===== config.mk =====
export PLATFORM = sky130hd
export DESIGN_NAME = rom_scanner_flat
export DESIGN_NICKNAME = d
export VERILOG_FILES = /design/src/rtl/rom_scanner_if.sv /design/src/rtl/rom_scanner.sv /design/src/flat_wrapper.sv
export SDC_FILE = /design/constraint.sdc
export NUM_CORES = 1
export LEC_CHECK = 0
export CAP_MARGIN = 20
export CORE_MARGIN = 1.5
export CORE_UTILIZATION = 35
export DETAILED_ROUTE_END_ITERATION = 7
export PLACE_DENSITY_LB_ADDON = 0.15
export SYNTH_ARGS = -nofsm -noshare
export SYNTH_HDL_FRONTEND = slang
export SYNTH_SLANG_ARGS = --single-unit
export TNS_END_PERCENT = 50

===== constraint.sdc =====
create_clock -name clk -period 9.8 [get_ports clk]
set_input_delay 2.94 -clock clk [delete_from_list [all_inputs] [get_ports clk]]
set_output_delay 2.94 -clock clk [all_outputs]
set_load 0.05 [all_outputs]

===== src/rtl/rom_scanner_if.sv =====
// ROM access bus between the scanner (master) and a combinational ROM (slave).
interface rom_scanner_if #(
   parameter int ADDR_WIDTH = 8,
   parameter int DATA_WIDTH = 8
);
   logic [ADDR_WIDTH-1:0] rom_addr;
   logic [DATA_WIDTH-1:0] rom_data;
   logic                  rom_illegal;

   modport master (output rom_addr, input rom_data, input rom_illegal);
   modport slave  (input rom_addr, output rom_data, output rom_illegal);
endinterface


===== src/rtl/rom_scanner.sv =====
// Periodic ROM address scanner with wrap / one-shot / ping-pong sequencing.
//   state | meaning
//   IDLE  | waiting for an accepted start; outputs hold
//   RUN   | prescaler running, one ROM sample per tick
module rom_scanner #(
   parameter int ADDR_WIDTH      = 8,
   parameter int DATA_WIDTH      = 8,
   parameter int DIV             = 4,
   parameter bit STOP_ON_ILLEGAL = 1'b0
) (
   input  logic                  clk,
   input  logic                  rst,
   input  logic                  start,
   input  logic                  stop,
   input  logic [1:0]            mode,
   input  logic [ADDR_WIDTH-1:0] start_addr,
   input  logic [ADDR_WIDTH-1:0] end_addr,
   input  logic [ADDR_WIDTH-1:0] step,
   rom_scanner_if.master         rom,
   output logic [DATA_WIDTH-1:0] data_out,
   output logic [ADDR_WIDTH-1:0] data_addr,
   output logic                  data_valid,
   output logic                  busy,
   output logic                  done,
   output logic                  cfg_err,
   output logic                  illegal_seen,
   output logic [ADDR_WIDTH-1:0] err_addr
);
   localparam int PW = (DIV > 1) ? $clog2(DIV) : 1;
   localparam logic [PW-1:0] PRESC_LAST = PW'(DIV - 1);
   localparam logic [ADDR_WIDTH-1:0] ONE = {{(ADDR_WIDTH-1){1'b0}}, 1'b1};

   typedef enum logic {IDLE = 1'b0, RUN = 1'b1} state_t;

   state_t                state_q, state_d;
   logic [1:0]            mode_q, mode_d;
   logic [ADDR_WIDTH-1:0] lo_q, lo_d, hi_q, hi_d, step_q, step_d;
   logic [ADDR_WIDTH-1:0] addr_q, addr_d;
   logic                  dir_q, dir_d;
   logic [PW-1:0]         presc_q, presc_d;
   logic [DATA_WIDTH-1:0] data_out_q, data_out_d;
   logic [ADDR_WIDTH-1:0] data_addr_q, data_addr_d;
   logic                  data_valid_q, data_valid_d;
   logic                  done_q, done_d;
   logic                  cfg_err_q, cfg_err_d;
   logic                  ill_seen_q, ill_seen_d;
   logic [ADDR_WIDTH-1:0] err_addr_q, err_addr_d;

   logic [ADDR_WIDTH:0]   sum, diff;
   logic                  over, under, tick, finish, next_dir;
   logic [ADDR_WIDTH-1:0] next_addr;

   // Extra bit keeps addr+step and addr-step from wrapping silently.
   always_comb begin
      sum       = {1'b0, addr_q} + {1'b0, step_q};
      diff      = {1'b0, addr_q} - {1'b0, step_q};
      over      = sum > {1'b0, hi_q};
      under     = diff[ADDR_WIDTH] || (diff[ADDR_WIDTH-1:0] < lo_q);
      tick      = (state_q == RUN) && (presc_q == PRESC_LAST);
      finish    = 1'b0;
      next_addr = addr_q;
      next_dir  = dir_q;
      case (mode_q)
         2'b01: begin
            if (over) finish = 1'b1;
            else      next_addr = sum[ADDR_WIDTH-1:0];
         end
         2'b10: begin
            if (!dir_q) begin
               if (over) begin
                  next_dir  = 1'b1;
                  next_addr = under ? lo_q : diff[ADDR_WIDTH-1:0];
               end else begin
                  next_addr = sum[ADDR_WIDTH-1:0];
               end
            end else begin
               if (under) begin
                  next_dir  = 1'b0;
                  next_addr = over ? hi_q : sum[ADDR_WIDTH-1:0];
               end else begin
                  next_addr = diff[ADDR_WIDTH-1:0];
               end
            end
         end
         default: next_addr = over ? lo_q : sum[ADDR_WIDTH-1:0];
      endcase
      if (STOP_ON_ILLEGAL && rom.rom_illegal) finish = 1'b1;
   end

   always_comb begin
      state_d      = state_q;
      mode_d       = mode_q;
      lo_d         = lo_q;
      hi_d         = hi_q;
      step_d       = step_q;
      addr_d       = addr_q;
      dir_d        = dir_q;
      presc_d      = presc_q;
      data_out_d   = data_out_q;
      data_addr_d  = data_addr_q;
      data_valid_d = 1'b0;
      done_d       = 1'b0;
      cfg_err_d    = 1'b0;
      ill_seen_d   = ill_seen_q;
      err_addr_d   = err_addr_q;
      case (state_q)
         IDLE: begin
            if (start && !stop) begin
               if (end_addr < start_addr) begin
                  cfg_err_d = 1'b1;
               end else begin
                  mode_d     = mode;
                  lo_d       = start_addr;
                  hi_d       = end_addr;
                  step_d     = (step == '0) ? ONE : step;
                  addr_d     = start_addr;
                  dir_d      = 1'b0;
                  ill_seen_d = 1'b0;
                  presc_d    = '0;
                  state_d    = RUN;
               end
            end
         end
         RUN: begin
            presc_d = tick ? '0 : presc_q + PW'(1);
            if (tick) begin
               data_out_d   = rom.rom_data;
               data_addr_d  = addr_q;
               data_valid_d = 1'b1;
               if (rom.rom_illegal) begin
                  ill_seen_d = 1'b1;
                  if (!ill_seen_q) err_addr_d = addr_q;
               end
               if (finish) begin
                  done_d  = 1'b1;
                  state_d = IDLE;
               end else begin
                  addr_d = next_addr;
                  dir_d  = next_dir;
               end
            end
            if (stop) state_d = IDLE;
         end
         default: state_d = IDLE;
      endcase
   end

   always_ff @(posedge clk) begin
      if (rst) begin
         state_q      <= IDLE;
         mode_q       <= '0;
         lo_q         <= '0;
         hi_q         <= '0;
         step_q       <= '0;
         addr_q       <= '0;
         dir_q        <= 1'b0;
         presc_q      <= '0;
         data_out_q   <= '0;
         data_addr_q  <= '0;
         data_valid_q <= 1'b0;
         done_q       <= 1'b0;
         cfg_err_q    <= 1'b0;
         ill_seen_q   <= 1'b0;
         err_addr_q   <= '0;
      end else begin
         state_q      <= state_d;
         mode_q       <= mode_d;
         lo_q         <= lo_d;
         hi_q         <= hi_d;
         step_q       <= step_d;
         addr_q       <= addr_d;
         dir_q        <= dir_d;
         presc_q      <= presc_d;
         data_out_q   <= data_out_d;
         data_addr_q  <= data_addr_d;
         data_valid_q <= data_valid_d;
         done_q       <= done_d;
         cfg_err_q    <= cfg_err_d;
         ill_seen_q   <= ill_seen_d;
         err_addr_q   <= err_addr_d;
      end
   end

   assign rom.rom_addr  = addr_q;
   assign data_out      = data_out_q;
   assign data_addr     = data_addr_q;
   assign data_valid    = data_valid_q;
   assign busy          = (state_q == RUN);
   assign done          = done_q;
   assign cfg_err       = cfg_err_q;
   assign illegal_seen  = ill_seen_q;
   assign err_addr      = err_addr_q;
endmodule


===== src/flat_wrapper.sv =====
// flat-port wrapper written by rule: the top's interface ports become plain ports
module rom_scanner_flat 
#(
   parameter int ADDR_WIDTH      = 8,
   parameter int DATA_WIDTH      = 8,
   parameter int DIV             = 4,
   parameter bit STOP_ON_ILLEGAL = 1'b0
)
  (clk, rst, start, stop, mode, start_addr, end_addr, step, data_out, data_addr, data_valid, busy, done, cfg_err, illegal_seen, err_addr, rom_rom_addr, rom_rom_data, rom_rom_illegal);
  rom_scanner_if #(.ADDR_WIDTH(ADDR_WIDTH), .DATA_WIDTH(DATA_WIDTH)) rom_i ();
  input  logic clk;
  input  logic rst;
  input  logic start;
  input  logic stop;
  input  logic [1:0] mode;
  input  logic [ADDR_WIDTH-1:0] start_addr;
  input  logic [ADDR_WIDTH-1:0] end_addr;
  input  logic [ADDR_WIDTH-1:0] step;
  output logic [DATA_WIDTH-1:0] data_out;
  output logic [ADDR_WIDTH-1:0] data_addr;
  output logic data_valid;
  output logic busy;
  output logic done;
  output logic cfg_err;
  output logic illegal_seen;
  output logic [ADDR_WIDTH-1:0] err_addr;
  output wire logic [$bits(rom_i.rom_addr)-1:0] rom_rom_addr;
  input wire logic [$bits(rom_i.rom_data)-1:0] rom_rom_data;
  input wire logic [$bits(rom_i.rom_illegal)-1:0] rom_rom_illegal;
  assign rom_rom_addr = rom_i.rom_addr;
  assign rom_i.rom_data = rom_rom_data;
  assign rom_i.rom_illegal = rom_rom_illegal;
  rom_scanner #(.ADDR_WIDTH(ADDR_WIDTH), .DATA_WIDTH(DATA_WIDTH), .DIV(DIV), .STOP_ON_ILLEGAL(STOP_ON_ILLEGAL)) u_core (.clk(clk), .rst(rst), .start(start), .stop(stop), .mode(mode), .start_addr(start_addr), .end_addr(end_addr), .step(step), .rom(rom_i), .data_out(data_out), .data_addr(data_addr), .data_valid(data_valid), .busy(busy), .done(done), .cfg_err(cfg_err), .illegal_seen(illegal_seen), .err_addr(err_addr));
endmodule

======== Yosys cells after proc, flatten, opt, wreduce, memory -nomap -nowiden ========
Cells that the tools add are included.
storage, ports and cells
  register bits after elaboration ......... 66
  bits in latches ......................... 0
  RAM bits ................................ 0
  memory bits (read-only) ................. 0
  input port bits ......................... 39
  logic and storage cells ................. 91
  memories ................................ 0
operators by class
  $add $sub $neg .......................... 3
  multipliers ............................. 0
  divide/modulo/power cells ............... 0
  order comparisons ....................... 3
  eq/ne operators ......................... 10
  shift operators ......................... 0
  mux-type cells .......................... 40
  bitwise operators ....................... 5
  reductions and logical operators ........ 15
operators with widths
  kind                                                                     number
  8-bit 2-to-1 mux                                                         12
  8-bit case mux with 2 select lines                                       2
  1-bit 2-to-1 mux                                                         19
  8-bit less-than comparator                                               2
  2-bit inequality test, second input constant                             5
  5-bit AND reduction                                                      2
  8-bit by 8-bit adder with 9-bit output                                   1
  9-bit by 8-bit greater-than comparator with 1-bit output                 1
  8-bit by 8-bit subtractor with 9-bit output                              1
  8-bit zero test                                                          1
  4-bit AND reduction                                                      2
  2-bit 2-to-1 mux                                                         3
  1-bit case mux with 2 select lines                                       3
  3-bit OR reduction                                                       2
  1-bit inverter                                                           5
  2-bit == test, second input constant                                     2
  2-bit case mux with 2 select lines                                       1
  2-bit AND reduction                                                      2
  3-bit inequality test, second input constant                             1
  3-bit AND reduction                                                      1
  2-bit by 1-bit adder with 2-bit output, second input constant            1
  2-bit by 1-bit == test with 1-bit output, second input constant          1
  1-bit logical AND                                                        2
  2-bit by 1-bit inequality test with 1-bit output, second input constant  1
  other kinds (3)                                                          3

======== Logic depth before layout (Yosys ltp) ========
Gate-level depths: netlist of run 1.
  word-level depth ........................ 10
  mapped depth ............................ 18
  depth with buffers taken out ............ 17

======== Least setup slack after synthesis of run 1 ========
Ideal clock, no wire load.
  path type ............................... input to register
  start point ............................. in start_addr[5]
  end point ............................... reg u_core.addr_q[0], in the netlist u_core.rom.rom_addr[0]
  arrival time ............................ 5.056 ns
  slack ................................... 4.648 ns
  stages on the path ...................... 10
  path through ............................ inv_1 > ha_1 > a2111oi_0 > nand2_1 > a21oi_1 > nor2_1 > a21oi_1 > clkbuf_1 > a21oi_1 > a221oi_1
on the way
  cells in the longest elaborated chain, start to end .. 3
ends and longest elaborated chain
  what                                    line                source
  from (decl)                             flat_wrapper.sv:16  input logic [ADDR_WIDTH-1:0] start_addr;
  8-bit less-than comparator              rom_scanner.sv:109  if (end_addr < start_addr) begin
  2-bit inequality test (no source line)  --
  5-bit AND reduction (no source line)    --
  to (signal assigned)                    rom_scanner.sv:171  addr_q <= addr_d;
  to (decl)                               rom_scanner.sv:38   logic [ADDR_WIDTH-1:0] addr_q, addr_d;
Every way passes these cells.
A chain may end at the register's enable or synchronous reset.

======== Worst setup path in the final report of run 1 ========
  start point ............................. in start_addr[5]
  end point ............................... reg u_core.addr_q[6], in the netlist u_core.rom.rom_addr[6]
Same word-level chain as after synthesis.

==> impl_metrics.json, run 1 <==
{
  "syn2layout_area_growth_pct": 26.3,
  "crit_fanout": 28,
  "cp.arrival_ps": 5850,
  "finalSetupViolations": 0,
  "cts_tree": "yes",
  "clock-sinks": 66,
  "ant_nets": 0,
  "antenna_cells": 0,
  "synth_flop_cell": "dfxtp_1",
  "cts_resized": 0,
  "initial_core_util_pct": 36.4,
  "multi_input_area_um2": 2790,
  "setup_tns_ps": 0,
  "skew_ps": 4.33,
  "wirelength_um": 14200,
  "clk_pin_slew_worst_paths_ps": 50,
  "detail_route.drc_violations": 0,
  "synth_top_family_by_area": "compound AO/OA/AOI/OAI gates",
  "grt_first_pass_wirelength_um": 22500,
  "synthSimpleGateAreaFrac_pct": 20.6,
  "final_common_cell": "nand2_1",
  "synthXorXnorAreaFrac_pct": 1.98,
  "cp-startpoint": "start_addr[5]",
  "yosysWarnings": 0,
  "final-hold-violation-count": 0,
  "ys_ff_latch": 66,
  "max-vdd-ir-drop_v": 0.0000903,
  "cp-end-kind": "flop",
  "synth_edf_count": 0,
  "fmax_mhz": 176,
  "io_buffers": 75,
  "via_count": 4462,
  "min_period_over_period_pct": 57.9,
  "cts_root_buffer": "clkbuf_16",
  "power_per_cell_area_nw_per_um2": 157,
  "post_cts_buffers": 0,
  "gp_congestion": 0.877,
  "rows": 40,
  "synth_area_um2": 4430,
  "first_global_vias": 4350,
  "fp.dieW_um": 115,
  "nNetsFinal": 739,
  "overflow": 0,
  "syn_inst": 597,
  "slew_headroom_pct": 34.7,
  "first_pass_iters": 5,
  "grtUsageTotal_pct": 21.9,
  "first_iter_violations": 315,
  "leakage_nw": 2.11,
  "rrSetupSlack_ps": 4540,
  "core_um2": 12200,
  "htree_levels": 3,
  "synth-adder-area-share_pct": 12.5,
  "synthArstFlopShare_pct": 0,
  "clock_latency_ps": 330,
  "mostFrequentLayoutCells": "nand2_1, clkdlybuf4s50_1, a21oi_1",
  "slew_violations": 0,
  "ios": 76,
  "cap_violations": 0,
  "reg2reg_from": "u_core.rom.rom_addr[1]",
  "viasPerCell": 5.38,
  "endpoint": "u_core.rom.rom_addr[6]",
  "antenna_found_initial": 0,
  "die_y_um": 115,
  "hpwl_um": 10500,
  "postCtsHoldBufs": 0,
  "total_power_uw": 879,
  "seqCellArea_um2": 1320,
  "crit_type": "input pin to flop",
  "synth_mux_area_share_pct": 1.41,
  "worstSetupStartpointType": "input pin",
  "status": "finished clean",
  "clockBufferDepth": 2,
  "synth_compound_area_share_pct": 26.5,
  "syn_nets": 679,
  "reg2regPathDepth": 15,
  "max_slew.worst_pin.slew_ps": 979,
  "period_minus_slack_ps": 5670,
  "cts_buffers": 9,
  "rsz0062_at_grt": "false",
  "postSynthAreaPerCell_um2": 7.41,
  "wl_per_cell_um": 17.1,
  "grt_max_degree": 70,
  "crit_required_ps": 9980,
  "die_area_um2": 13300,
  "hp-class": "flop to flop",
  "synth_cell_type_count": 59,
  "drive_above_1_share_pct": 4.84,
  "n_fill_cell": 1221,
  "seq_area_frac_synth_pct": 29.9,
  "timing.rr.end": "u_core.rom.rom_addr[3]"
}
-- cells by family after synthesis --
logic type	Yosys count
fa+ha+maj	43
compound gates	188
xor+xnor	10
buf+inv	82
mux	6
flops	66
simple gates	202
-- area by class of cell --
type / instances / area share, %
flip-flops and latches: 66 / 23.6
repair buffers: 81 / 14.1
inverters: 50 / 3.36
clock buffers: 12 / 4.41
well taps: 168 / 3.76
clock inverters: 3 / 0.716
multi-input cells: 449 / 50.0
-- worst min-delay path by stage --
| stage | startpoint | endpoint | slack (ps) | cells after the start |
|---|---|---|---|---|
| floorplan | u_core.lo_q[2] | u_core.lo_q[2] | 450 | 2 |
| global placement | u_core.data_out[7] | u_core.data_out[7] | 440 | 2 |
| detailed placement | u_core.err_addr[1] | u_core.err_addr[1] | 450 | 2 |
| CTS | u_core.data_out[5] | u_core.data_out[5] | 460 | 2 |
| global route | u_core.data_out[5] | u_core.data_out[5] | 470 | 2 |
| finish | u_core.data_out[5] | u_core.data_out[5] | 460 | 2 |
-- stage by stage --
stage | std cells | hold slack, ps | utilization, % | area, um^2 | worst slack, ps
global placement | 813 | 442 | 43.5 | 5300 | 3590
CTS | 828 | 456 | 45.9 | 5580 | 3810
detailed placement | 813 | 450 | 43.5 | 5300 | 3450
finish | 829 | 456 | 46.0 | 5590 | 4130
global route | 829 | 474 | 46.0 | 5590 | 3890
floorplan | 597 | 454 | - | 4430 | 4650
-- Yosys cell counts (all sizes together) (2+ instances only) --
cell / number / area [um^2]
o31ai: 2 / 15.0
a21oi: 73 / 365
a22oi: 4 / 30.0
nand2: 101 / 379
dfxtp: 66 / 1320
nor3b: 2 / 15.0
nor2b: 8 / 50.1
nand3b: 4 / 30.0
a21o: 4 / 30.0
o22ai: 3 / 18.8
o221ai: 5 / 43.8
a2111o: 4 / 45.0
o32ai: 2 / 17.5
nand4: 5 / 31.3
o21ai: 45 / 225
a311o: 2 / 20.0
a2111oi: 3 / 26.3
nand2b: 4 / 25.0
o2111ai: 3 / 26.3
xor2: 2 / 17.5
o211ai: 10 / 75.1
xnor2: 8 / 70.1
a211oi: 7 / 52.6
nor2: 41 / 154
mux2: 2 / 22.5
or3b: 2 / 17.5
mux2i: 4 / 40.0
a211o: 3 / 26.3
fa: 2 / 40.0
nor3: 11 / 66.3
or3: 5 / 31.3
a31oi: 6 / 37.5
a221oi: 2 / 17.5
and3: 3 / 18.8
inv: 50 / 188
buf: 4 / 20.0
clkbuf: 28 / 105
ha: 41 / 513
o211a: 2 / 20.0
or2: 4 / 25.0
nand3: 8 / 40.0
-- state kept, by name, indices dropped and copies added (netlist names), 2 cells and up --
| name | cells |
|---|---|
| u_core.mode_q | 2 |
| u_core.data_out | 8 |
| u_core.rom.rom_addr | 8 |
| u_core.lo_q | 8 |
| u_core.data_addr | 8 |
| u_core.err_addr | 8 |
| u_core.step_q | 8 |
| u_core.presc_q | 2 |
| u_core.hi_q | 8 |
-- routing by layer --
metal | share of wire (%) | GRT usage (%) | routed length, um
met3 | 6.3 | 3.87 | 895
met1 | 46 | 30.2 | 6590
met4 | 2.1 | 9.30 | 293
met2 | 45 | 33.9 | 6410
met5 | 0 | 0 | 0
-- power breakdown --
part	internal [mW]	switching [mW]
combinational	0.106	0.172
sequential	0.274	0.00909
clock	0.202	0.116
-- worst max-delay path, cell delays in order --
cell             delay [ps]
clkdlybuf4s50_1         540
inv_1                    70
ha_1                    310
a2111oi_0               370
nand2_1                  90
a21oi_1                 120
buf_4                   290
nor2_2                  170
a21oi_1                 340
buf_4                   260
nor2_1                   60
a22oi_1                 160
o32ai_1                 110
(Power assumes the default switching activity.)
==> run 2, diff against run 1 <==
clock period = 5.1 ns   (was 9.8 ns; I/O delays follow)
==> run 2 against run 1 <==
Combinational power rose by 99%. Sequential power rose by 90%. Worst setup slack worse by 3600 ps. Count of clock-buffer cells in the layout fell by 3. Non-clock buffer count rose by 5. Global-route usage grew 1.1 points. Critical path depth rose by 2. Die area unchanged. Critical endpoint is now u_core.rom.rom_addr[4].
==> impl_metrics.json, run 2 (synthesis results as in run 1) <==
{
  "status": "finished clean",
  "viasPerCell": 5.41,
  "drive_above_1_share_pct": 6.00,
  "detail_route.drc_violations": 0,
  "setup_tns_ps": 0,
  "antenna_cells": 0,
  "clk_pin_slew_worst_paths_ps": 60,
  "syn2layout_area_growth_pct": 27.0,
  "internal_power_mw": 1.07,
  "cts_root_buffer": "clkbuf_16",
  "wirelength_um": 14600,
  "mostFrequentLayoutCells": "nand2_1, clkdlybuf4s50_1, a21oi_1",
  "initial_core_util_pct": 36.4,
  "first_iter_violations": 296,
  "slew_headroom_pct": 31.3,
  "core_um2": 12200,
  "rows": 40,
  "htree_levels": 3,
  "finalSetupViolations": 0,
  "slew_violations": 0,
  "max-vdd-ir-drop_v": 0.000176,
  "period_minus_slack_ps": 4620,
  "cts_tree": "yes",
  "utilization_pct": 46.2,
  "total_power_mw": 1.68,
  "path_buf_inv": 1,
  "overflow": 0,
  "crit_type": "flop to flop",
  "die_area_um2": 13300,
  "finalWorstSetupSlack_ps": 482,
  "clock_latency_ps": 340,
  "io_buffers": 75,
  "clock-sinks": 66,
  "grt_max_degree": 53,
  "first_pass_iters": 5,
  "post_cts_buffers": 0,
  "crit_slowest_cell": "dfxtp_1",
  "cts_buffers": 9,
  "cp.arrival_ps": 4870,
  "via_count": 4521,
  "skew_ps": 6.20,
  "rsz0062_at_grt": "false",
  "cts_resized": 0,
  "p_clk_share_pct": 34.9,
  "gr-usage-met3_pct": 4.76,
  "ant_nets": 0,
  "grtUsageTotal_pct": 23.0,
  "place_area_um2": 5340,
  "die_y_um": 115,
  "nNetsFinal": 744,
  "cp-end-kind": "flop",
  "antenna_found_initial": 0,
  "crit_required_ps": 5350,
  "hp-class": "flop to flop",
  "final-hold-violation-count": 0,
  "use_met1_pct": 32.1,
  "gp_congestion": 0.964,
  "ios": 76,
  "seqPwrFrac_pct": 32.2,
  "slowest_delay_ps": 550,
  "fin_cells": 835,
  "min_period_over_period_pct": 90.5,
  "grt_first_pass_wirelength_um": 23600,
  "final_common_cell": "nand2_1",
  "crit_fanout": 15,
  "fp.dieW_um": 115,
  "worstSetupStartpointType": "flop",
  "first_global_vias": 4390,
  "swShare_pct": 36.1,
  "p_sw_uw": 607,
  "cp_common_cell": "ha_1",
  "cap_violations": 0,
  "leakage_nw": 2.12,
  "hpwl_um": 11000,
  "grt_busiest_layer": "met2",
  "dpl.cell_count": 819,
  "design_area_um2": 5620,
  "pre_cts_slack_ps": 490,
  "hold_ws_ps": 454,
  "clockBufferDepth": 2,
  "met2_usage_pct": 36.6,
  "max_slew.worst_pin.slew_ps": 1030,
  "worstPathCellList": "ha_1 > nand2b_1 > a211oi_1 > o22ai_1 > xnor2_1 > inv_1 > ha_1 > and3_1 > or3b_1 > o211a_2 > nor3_4 > mux2i_1 > mux2_2 > a2111o_1 > a31oi_1",
  "wl_per_cell_um": 17.5,
  "postCtsHoldBufs": 0,
  "cp_top_family": "simple AND/OR/NAND/NOR gates",
  "power_per_cell_area_nw_per_um2": 299,
  "fmax_mhz": 217,
  "power_frac_comb_pct": 32.9,
  "n_fill_cell": 1230
}
run 2: cell count changes in the layout (fill, tap and decap cells not counted), sizes merged:
cell | before | now
bufinv | 1 | 0
buf | 7 | 12
clkinv | 2 | 3
clkinvlp | 0 | 2
inv | 50 | 52
clkbuf | 12 | 9
run 2: metal layers:
| metal | wire [um] | share of wire, % |
|---|---|---|
| met1 | 7120 | 49 |
| met2 | 6540 | 45 |
| met3 | 784 | 5.4 |
| met4 | 180 | 1.2 |
| met5 | 0 | 0 |
run 2: area by class of cell:
cell class	instances	area, um^2	area share (%)
clock buffers	9	225	4.01
repair buffers	86	828	14.7
well taps	168	210	3.74
inverters	50	188	3.34
clock inverters	7	53.8	0.957
flip-flops and latches	66	1320	23.5
multi-input cells	449	2790	49.7
run 2: tightest hold or removal path: cells and delay by family (launching register included):
kind             cells  cell delay, ps
AND/OR/NAND/NOR      1              50
flip-flops           1             310
AO/OA/AOI/OAI        1              50
run 2: power groups by stage:
stage | combinational (mW) | clock, mW | sequential (mW)
after floorplan | 0.357 | 0 | 0.558
after global placement | 0.544 | 0 | 0.552
after detailed placement | 0.541 | 0 | 0.553
after CTS | 0.544 | 0.602 | 0.541
after global routing | 0.605 | 0.622 | 0.543
final | 0.554 | 0.586 | 0.541
run 2: final timing paths:
kind,from,endpoint,slack (ps),depth (start not counted)
worst max-delay path,u_core.rom.rom_addr[1],u_core.rom.rom_addr[4],480,15
worst min-delay path,u_core.data_out[3],u_core.data_out[3],450,2
worst max register to register,u_core.rom.rom_addr[1],u_core.rom.rom_addr[4],480,15
worst min register to register,u_core.data_out[3],u_core.data_out[3],450,2
